`config.mk`:
```
export PLATFORM = sky130hd
export DESIGN_NAME = sim_step_scheduler_flat
export DESIGN_NICKNAME = d
export VERILOG_FILES = /design/src/rtl/sim_pkg.sv /design/src/rtl/sim_step_scheduler_if.sv /design/src/rtl/link_operand_mux.sv /design/src/rtl/sim_step_scheduler.sv /design/src/flat_wrapper.sv
export SDC_FILE = /design/constraint.sdc
export NUM_CORES = 1
export LEC_CHECK = 0
export CAP_MARGIN = 20
export CORE_AREA = 8 8 221 223
export CTS_BUF_LIST = sky130_fd_sc_hd__clkbuf_8
export DETAILED_ROUTE_END_ITERATION = 6
export DIE_AREA = 0 0 229 231
export PLACE_DENSITY_LB_ADDON = 0.2
export SYNTH_ARGS = -nofsm -noshare
export SYNTH_HDL_FRONTEND = slang
export SYNTH_HIERARCHICAL = 1
export SYNTH_SLANG_ARGS = --single-unit
```
`constraint.sdc`:
```
create_clock -name clk -period 2.5 [get_ports clk]
set_clock_uncertainty 0.05 [all_clocks]
set_input_delay 0.75 -clock clk [delete_from_list [all_inputs] [get_ports clk]]
set_output_delay 0.75 -clock clk [all_outputs]
set_load 0.02 [all_outputs]
```
`src/rtl/sim_pkg.sv`:
```
// Shared definitions for the simulation-step scheduler slice.
// Holds the coordinate format (Q20.12), fixed-point constants and the
// scheduler state encoding. No ports.
package sim_pkg;

    localparam int unsigned FRAC_BITS = 12;
    localparam int unsigned COORD_W   = 32;

    localparam logic signed [COORD_W-1:0] FIX_ONE = 32'sh0000_1000;
    localparam logic signed [COORD_W-1:0] FIX_TWO = 32'sh0000_2000;

    typedef enum logic [2:0] {
        StIdle,
        StVerlet,
        StIssue,
        StWait,
        StWriteA,
        StWriteB,
        StDone
    } sched_state_e;

endpackage

```
`src/rtl/sim_step_scheduler_if.sv`:
```
// Bundle between the step scheduler and its surroundings (frame timer,
// node array, shared constraint solver).
//   step_start                 frame timer step request
//   pos_x_flat / pos_y_flat    node positions, node k at [k*W +: W]
//   verlet_state               broadcast integrate strobe
//   fix_en / fix_x / fix_y     one-hot write-back strobe and coordinate
//   req_*                      solver request (valid/ready + endpoints)
//   resp_*                     solver result strobe + corrected endpoints
//   busy / step_done / step_overrun  status
// master: scheduler side. slave: environment side.
interface sim_step_scheduler_if #(
    parameter int unsigned NUM_NODES = 4,
    parameter int unsigned W         = 32
);
    logic                   step_start;
    logic [NUM_NODES*W-1:0] pos_x_flat;
    logic [NUM_NODES*W-1:0] pos_y_flat;
    logic                   verlet_state;
    logic [NUM_NODES-1:0]   fix_en;
    logic [W-1:0]           fix_x;
    logic [W-1:0]           fix_y;
    logic                   req_valid;
    logic                   req_ready;
    logic [W-1:0]           req_ax;
    logic [W-1:0]           req_ay;
    logic [W-1:0]           req_bx;
    logic [W-1:0]           req_by;
    logic                   resp_valid;
    logic [W-1:0]           resp_ax;
    logic [W-1:0]           resp_ay;
    logic [W-1:0]           resp_bx;
    logic [W-1:0]           resp_by;
    logic                   busy;
    logic                   step_done;
    logic                   step_overrun;

    modport master (
        input  step_start, pos_x_flat, pos_y_flat, req_ready,
        input  resp_valid, resp_ax, resp_ay, resp_bx, resp_by,
        output verlet_state, fix_en, fix_x, fix_y,
        output req_valid, req_ax, req_ay, req_bx, req_by,
        output busy, step_done, step_overrun
    );

    modport slave (
        output step_start, pos_x_flat, pos_y_flat, req_ready,
        output resp_valid, resp_ax, resp_ay, resp_bx, resp_by,
        input  verlet_state, fix_en, fix_x, fix_y,
        input  req_valid, req_ax, req_ay, req_bx, req_by,
        input  busy, step_done, step_overrun
    );

endinterface

```
`src/rtl/link_operand_mux.sv`:
```
// Selects the endpoints of link (link, link+1) from the flat position buses
// and presents them as solver operands. Operands are forced to zero when
// en is low so the request bus is quiet outside of an issue.
//   en                   operand enable (scheduler in issue state)
//   link                 link index, 0 .. NUM_NODES-2
//   pos_x_flat/pos_y_flat  node positions
//   ax, ay, bx, by       endpoints a = node link, b = node link+1
module link_operand_mux #(
    parameter int unsigned NUM_NODES = 4,
    parameter int unsigned W         = 32,
    parameter int unsigned LINK_W    = 2
) (
    input  logic                   en,
    input  logic [LINK_W-1:0]      link,
    input  logic [NUM_NODES*W-1:0] pos_x_flat,
    input  logic [NUM_NODES*W-1:0] pos_y_flat,
    output logic [W-1:0]           ax,
    output logic [W-1:0]           ay,
    output logic [W-1:0]           bx,
    output logic [W-1:0]           by
);

    logic [W-1:0]      xs [NUM_NODES];
    logic [W-1:0]      ys [NUM_NODES];
    logic [LINK_W-1:0] idx_b;

    for (genvar k = 0; k < NUM_NODES; k++) begin : g_unpack
        assign xs[k] = pos_x_flat[k*W +: W];
        assign ys[k] = pos_y_flat[k*W +: W];
    end

    // LINK_W holds NUM_NODES-1, so link+1 never wraps for a legal link.
    assign idx_b = link + LINK_W'(1);

    always_comb begin
        ax = '0;
        ay = '0;
        bx = '0;
        by = '0;
        if (en) begin
            ax = xs[link];
            ay = ys[link];
            bx = xs[idx_b];
            by = ys[idx_b];
        end
    end

endmodule

```
`src/rtl/sim_step_scheduler.sv`:
```
// Sequences one simulation step: one Verlet integrate strobe to all nodes,
// then ITERS relaxation passes over every link (i, i+1) through a single
// time-shared constraint solver, writing corrected positions back one node
// per cycle.
//   clk, reset   clock; synchronous active-high reset (also aborts a step)
//   bus          sim_step_scheduler_if.master, see interface header
// Optional build macro PIN_NODE0_EN: node 0 is an anchor, so the link-0
// write-back of endpoint a is suppressed (the cycle is still spent).
module sim_step_scheduler
    import sim_pkg::*;
#(
    parameter int unsigned NUM_NODES = 4,
    parameter int unsigned ITERS     = 2,
    parameter int unsigned W         = COORD_W
) (
    input  logic                 clk,
    input  logic                 reset,
    sim_step_scheduler_if.master bus
);

    // Link index also has to hold link+1 for the one-hot shift.
    localparam int unsigned LINK_W = $clog2(NUM_NODES);
    localparam int unsigned ITER_W = (ITERS > 1) ? $clog2(ITERS) : 1;

    sched_state_e      state_q, state_d;
    logic [LINK_W-1:0] link_q, link_d;
    logic [ITER_W-1:0] iter_q, iter_d;
    logic [W-1:0]      cap_ax_q, cap_ay_q, cap_bx_q, cap_by_q;
    logic              cap_load;
    logic              overrun_q, overrun_d;

    logic                 verlet_state;
    logic [NUM_NODES-1:0] fix_en;
    logic [W-1:0]         fix_x, fix_y;
    logic                 req_valid;
    logic                 step_done;
    logic [NUM_NODES-1:0] one_a;
    logic [W-1:0]         op_ax, op_ay, op_bx, op_by;

    assign one_a = NUM_NODES'(1) << link_q;

    always_ff @(posedge clk) begin
        if (reset) begin
            state_q   <= StIdle;
            link_q    <= '0;
            iter_q    <= '0;
            cap_ax_q  <= '0;
            cap_ay_q  <= '0;
            cap_bx_q  <= '0;
            cap_by_q  <= '0;
            overrun_q <= 1'b0;
        end else begin
            state_q   <= state_d;
            link_q    <= link_d;
            iter_q    <= iter_d;
            overrun_q <= overrun_d;
            if (cap_load) begin
                cap_ax_q <= bus.resp_ax;
                cap_ay_q <= bus.resp_ay;
                cap_bx_q <= bus.resp_bx;
                cap_by_q <= bus.resp_by;
            end
        end
    end

    // A request is dropped whenever a step is already running.
    assign overrun_d = bus.step_start && (state_q != StIdle);

    always_comb begin
        state_d      = state_q;
        link_d       = link_q;
        iter_d       = iter_q;
        cap_load     = 1'b0;
        verlet_state = 1'b0;
        fix_en       = '0;
        fix_x        = '0;
        fix_y        = '0;
        req_valid    = 1'b0;
        step_done    = 1'b0;

        case (state_q)
            StIdle: begin
                if (bus.step_start) begin
                    link_d  = '0;
                    iter_d  = '0;
                    state_d = StVerlet;
                end
            end
            StVerlet: begin
                verlet_state = 1'b1;
                state_d      = StIssue;
            end
            StIssue: begin
                req_valid = 1'b1;
                if (bus.req_ready) begin
                    state_d = StWait;
                end
            end
            StWait: begin
                if (bus.resp_valid) begin
                    cap_load = 1'b1;
                    state_d  = StWriteA;
                end
            end
            StWriteA: begin
`ifdef PIN_NODE0_EN
                fix_en = (link_q == '0) ? '0 : one_a;
`else
                fix_en = one_a;
`endif
                fix_x   = cap_ax_q;
                fix_y   = cap_ay_q;
                state_d = StWriteB;
            end
            StWriteB: begin
                fix_en = one_a << 1;
                fix_x  = cap_bx_q;
                fix_y  = cap_by_q;
                if (link_q == LINK_W'(NUM_NODES - 2)) begin
                    link_d = '0;
                    if (iter_q == ITER_W'(ITERS - 1)) begin
                        state_d = StDone;
                    end else begin
                        iter_d  = iter_q + ITER_W'(1);
                        state_d = StIssue;
                    end
                end else begin
                    link_d  = link_q + LINK_W'(1);
                    state_d = StIssue;
                end
            end
            StDone: begin
                step_done = 1'b1;
                state_d   = StIdle;
            end
            default: state_d = StIdle;
        endcase
    end

    link_operand_mux #(
        .NUM_NODES (NUM_NODES),
        .W         (W),
        .LINK_W    (LINK_W)
    ) u_link_operand_mux (
        .en         (req_valid),
        .link       (link_q),
        .pos_x_flat (bus.pos_x_flat),
        .pos_y_flat (bus.pos_y_flat),
        .ax         (op_ax),
        .ay         (op_ay),
        .bx         (op_bx),
        .by         (op_by)
    );

    assign bus.verlet_state = verlet_state;
    assign bus.fix_en       = fix_en;
    assign bus.fix_x        = fix_x;
    assign bus.fix_y        = fix_y;
    assign bus.req_valid    = req_valid;
    assign bus.req_ax       = op_ax;
    assign bus.req_ay       = op_ay;
    assign bus.req_bx       = op_bx;
    assign bus.req_by       = op_by;
    assign bus.busy         = (state_q != StIdle);
    assign bus.step_done    = step_done;
    assign bus.step_overrun = overrun_q;

endmodule

```
`src/flat_wrapper.sv`:
```
// flat-port wrapper written by rule: the top's interface ports become plain ports
module sim_step_scheduler_flat import sim_pkg::*;
#(
    parameter int unsigned NUM_NODES = 4,
    parameter int unsigned ITERS     = 2,
    parameter int unsigned W         = COORD_W
)
  (clk, reset, bus_step_start, bus_pos_x_flat, bus_pos_y_flat, bus_req_ready, bus_resp_valid, bus_resp_ax, bus_resp_ay, bus_resp_bx, bus_resp_by, bus_verlet_state, bus_fix_en, bus_fix_x, bus_fix_y, bus_req_valid, bus_req_ax, bus_req_ay, bus_req_bx, bus_req_by, bus_busy, bus_step_done, bus_step_overrun);
  sim_step_scheduler_if #(.NUM_NODES(NUM_NODES), .W(W)) bus_i ();
  input  logic clk;
  input  logic reset;
  input wire logic [$bits(bus_i.step_start)-1:0] bus_step_start;
  input wire logic [$bits(bus_i.pos_x_flat)-1:0] bus_pos_x_flat;
  input wire logic [$bits(bus_i.pos_y_flat)-1:0] bus_pos_y_flat;
  input wire logic [$bits(bus_i.req_ready)-1:0] bus_req_ready;
  input wire logic [$bits(bus_i.resp_valid)-1:0] bus_resp_valid;
  input wire logic [$bits(bus_i.resp_ax)-1:0] bus_resp_ax;
  input wire logic [$bits(bus_i.resp_ay)-1:0] bus_resp_ay;
  input wire logic [$bits(bus_i.resp_bx)-1:0] bus_resp_bx;
  input wire logic [$bits(bus_i.resp_by)-1:0] bus_resp_by;
  output wire logic [$bits(bus_i.verlet_state)-1:0] bus_verlet_state;
  output wire logic [$bits(bus_i.fix_en)-1:0] bus_fix_en;
  output wire logic [$bits(bus_i.fix_x)-1:0] bus_fix_x;
  output wire logic [$bits(bus_i.fix_y)-1:0] bus_fix_y;
  output wire logic [$bits(bus_i.req_valid)-1:0] bus_req_valid;
  output wire logic [$bits(bus_i.req_ax)-1:0] bus_req_ax;
  output wire logic [$bits(bus_i.req_ay)-1:0] bus_req_ay;
  output wire logic [$bits(bus_i.req_bx)-1:0] bus_req_bx;
  output wire logic [$bits(bus_i.req_by)-1:0] bus_req_by;
  output wire logic [$bits(bus_i.busy)-1:0] bus_busy;
  output wire logic [$bits(bus_i.step_done)-1:0] bus_step_done;
  output wire logic [$bits(bus_i.step_overrun)-1:0] bus_step_overrun;
  assign bus_i.step_start = bus_step_start;
  assign bus_i.pos_x_flat = bus_pos_x_flat;
  assign bus_i.pos_y_flat = bus_pos_y_flat;
  assign bus_i.req_ready = bus_req_ready;
  assign bus_i.resp_valid = bus_resp_valid;
  assign bus_i.resp_ax = bus_resp_ax;
  assign bus_i.resp_ay = bus_resp_ay;
  assign bus_i.resp_bx = bus_resp_bx;
  assign bus_i.resp_by = bus_resp_by;
  assign bus_verlet_state = bus_i.verlet_state;
  assign bus_fix_en = bus_i.fix_en;
  assign bus_fix_x = bus_i.fix_x;
  assign bus_fix_y = bus_i.fix_y;
  assign bus_req_valid = bus_i.req_valid;
  assign bus_req_ax = bus_i.req_ax;
  assign bus_req_ay = bus_i.req_ay;
  assign bus_req_bx = bus_i.req_bx;
  assign bus_req_by = bus_i.req_by;
  assign bus_busy = bus_i.busy;
  assign bus_step_done = bus_i.step_done;
  assign bus_step_overrun = bus_i.step_overrun;
  sim_step_scheduler #(.NUM_NODES(NUM_NODES), .ITERS(ITERS), .W(W)) u_core (.clk(clk), .reset(reset), .bus(bus_i));
endmodule
```
==> out/results.txt <==
Crit path setup slack, layout = -483 ps
First-pass DRT Iterations = 5
Worst Path Max Fanout = 34
Worst-path clk slew = 70 ps
Core Box Area = 45100 um2
Vias in the first global route = 10900
Slew HR = 0.617
Hold path endpoint = u_core/cap_bx_q[6]
Mapped Area = 8660 um2
DP Wirelength = 42800 um
Final TNS setup = -59790 ps
Final Hold Fails = 0
GR Layer Usage met3 = 0.0714
CTS Buf Count = 17
Rows = 78
Die Ht = 231 um
Hold_sp = u_core/cap_bx_q[6]
Crit path DAT = 2180 ps
Outcome = finished, violations left
Drt total wl = 56600 um
Syn Area/Cell = 8.16 um2
Initial antenna violation count = 17
Overflow after GRT = 0
RSZ-0062 raised after global routing = true
Worst skew pair latency = 440 ps
Residual DRC = 0
Fmax = 0.335 GHz
Global Route Usage Sum = 0.192
Leakage Power = 6.60 nW
Pwr Density = 319 nW/um2
PortBufs = 589
RR Endpoint = u_core/cap_bx_q[29]
Slew Viols, Final = 0
Initial DRC Count = 469
CP endpoint kind = output port
Pin count of the biggest net entering global routing = 54
Clock buffer depth = 2
Vias = 10900
Area growth, synth to finish = 117%
Met1 Use GR = 0.203
Period Utilization, post-route = 1.19
# setup viols final = 194
Initial Utilization = 0.192
Final Non-Filler Cells = 2345
Routed wire per std cell = 24.1 um
WP data required = 1700 ps
NumNets Final = 2111
Die X = 229 um
Fin util = 0.416
Clock root cell = clkbuf_8
Top Ports = 590
Placed insts = 2242
Clk sink count = 135
Worst path depth = 8
Placed Instance Area = 15800 um2
Hold Crit Class = flip-flop to flip-flop
Critical path type = flip-flop to output port
Maxcap violations = 0
Sequential-to-total area share from yosys stat = 0.312
Reg2reg path depth = 7
H-tree levels = 4
First-pass GRT wire length = 76100 um
Slowest cell on the critical path = dfxtp_4
Met2 Usage GRT = 0.333
Library cells used by synthesis = 29
Slowest cell delay on critical path = 360 ps
Critical Path Source Type = flip-flop
Gr busiest metal = met2
Synthesized flop and latch total = 135
Synth warnings = 6
Post-layout minimum cycle time = 2980 ps
Worst R2R Start = u_core/state_q[2]
Routability cong. = 0.891
Critical path cell sequence = nor2b_4, nor2b_4, nand2b_4, buf_12, buf_12, o22ai_4, buf_6, buf_4
Share of cells above drive strength 1 = 0.323
Hold slack final = 406 ps
Vias/cell = 4.66
Syn Nets = 1450
Antenna Nets Post-Route = 0
Failing checks = setup timing
CTS tree = yes
CP Launch Point = u_core/state_q[2]
Fin area = 18800 um2
Peak supply drop = 0.314 mV
Reg2Reg Setup Slack = 700 ps
WP buf/inv = 4
Worst hold stages = 2
Worst slew pin tran = 558 ps
Die area = 52900 um2
Syn Inst Count = 1061
Crit-path leading delay family = buffers and inverters
where the power goes:
part / switching [mW] / internal [mW]
Sequential: 0.0150 / 2.17
Combinational: 0.886 / 1.15
Clock: 0.842 / 0.915
Total: 1.74 / 4.24
what timing repair did:
item | CTS | global route
buffers inserted | 19 | 30
gates resized for setup | 655 | 468
setup endpoints to repair | 200 | 200
pin swaps | 11 | 26
hold buffers | 0 | 0
cloned | 8 | 9
how the worst max path moves through the flow:
stage                     end  slack (ps)
2_1_floorplan  bus_req_ax[15]         -50
3_3_place_gp   bus_req_bx[20]        -610
3_5_place_dp   bus_req_bx[20]        -600
4_1_cts        bus_req_bx[27]        -500
5_1_grt        bus_req_bx[30]        -550
6_report        bus_req_ax[4]        -480
cell usage after synthesis:
library cell | number | share of area
nand4b_1 | 1 | 0.0010
o22ai_1 | 129 | 0.093
xor2_1 | 1 | 0.0010
or3_1 | 1 | 0.00072
buf_2 | 30 | 0.017
a21oi_1 | 131 | 0.076
mux2i_1 | 192 | 0.22
nor2b_1 | 8 | 0.0058
o21ai_0 | 4 | 0.0023
nand2_1 | 264 | 0.11
and3_1 | 1 | 0.00072
a22o_1 | 64 | 0.065
dfxtp_1 | 135 | 0.31
nand3_1 | 1 | 0.00058
nor3b_1 | 2 | 0.0017
buf_6 | 27 | 0.035
nand2b_1 | 1 | 0.00072
inv_1 | 1 | 0.00043
nor3b_2 | 1 | 0.0014
a21o_1 | 1 | 0.00087
nor3_1 | 1 | 0.00058
a311oi_1 | 1 | 0.0010
and4b_1 | 1 | 0.0012
clkbuf_1 | 39 | 0.017
and3b_1 | 1 | 0.0010
buf_4 | 8 | 0.0069
nor2_1 | 7 | 0.0030
nand3b_1 | 1 | 0.00087
buf_12 | 7 | 0.016
area by class of cell:
cell class                 instances  area, um2
inverter                           1       3.75
clock inverter                    12        114
clock buffer                      19        262
tap                              600        751
timing repair buffer             753       8270
sequential                       135       2710
fill                            4513      26300
multi-input combinational        814       6620
antenna                           11       27.5
cells in the final DEF (no fill, tap or decap), drive strengths merged:
cell type	instances
a21o	1
a21oi	131
a22o	64
a311oi	1
and3	1
and3b	1
and4b	1
buf	345
bufbuf	4
bufinv	2
clkbuf	33
clkdlybuf4s50	388
clkinv	2
clkinvlp	2
dfxtp	135
diode	11
dlymetal6s2s	2
inv	7
mux2i	192
nand2	264
nand2b	1
nand3	1
nand3b	1
nand4b	1
nor2	7
nor2b	8
nor3	1
nor3b	3
o21ai	4
o22ai	129
or3	1
xor2	1
per-layer routing:
metal | wire, um | share of wire
met2 | 28000 | 0.50
met3 | 4670 | 0.083
met4 | 2600 | 0.046
met5 | 79 | 0.0014
met1 | 21200 | 0.37
through the flow:
| step | total power, mW | worst slack (ps) |
|---|---|---|
| after floorplan | 2.76 | -45.4 |
| after global placement | 3.91 | -612 |
| final | 5.98 | -483 |
| after global routing | 6.23 | -553 |
| after CTS | 5.82 | -500 |
| after detailed placement | 3.92 | -597 |
cell families (layout without fill, tap and decap cells):
family / Yosys count / in the layout / share of synthesized area
AOI/OAI and AO/OA: 330 / 330 / 0.238
muxes: 192 / 192 / 0.222
DFF: 135 / 135 / 0.312
buffers and inverters: 112 / 785 / 0.0929
other: 0 / 11 / 0
and+or+nand+nor: 291 / 291 / 0.134
xor gates and xnor gates: 1 / 1 / 0.00101
flip-flops by register name, summed over array words and instances, names as in the netlist:
| register | flops |
|---|---|
| u_core/cap_ay_q | 32 |
| u_core/link_q | 2 |
| u_core/iter_q | 1 |
| u_core/cap_bx_q | 32 |
| u_core/state_q | 3 |
| u_core/bus.step_overrun | 1 |
| u_core/cap_by_q | 32 |
| u_core/cap_ax_q | 32 |
worst reg2reg max path, stage by stage, from the launching register on:
cell and delay (ps):
dfxtp_4 360, buf_6 110, buf_6 120, buf_4 140, and4b_4 400, buf_12 270, nand2_1 170, a21oi_1 140
(Power assumes the default switching activity.)
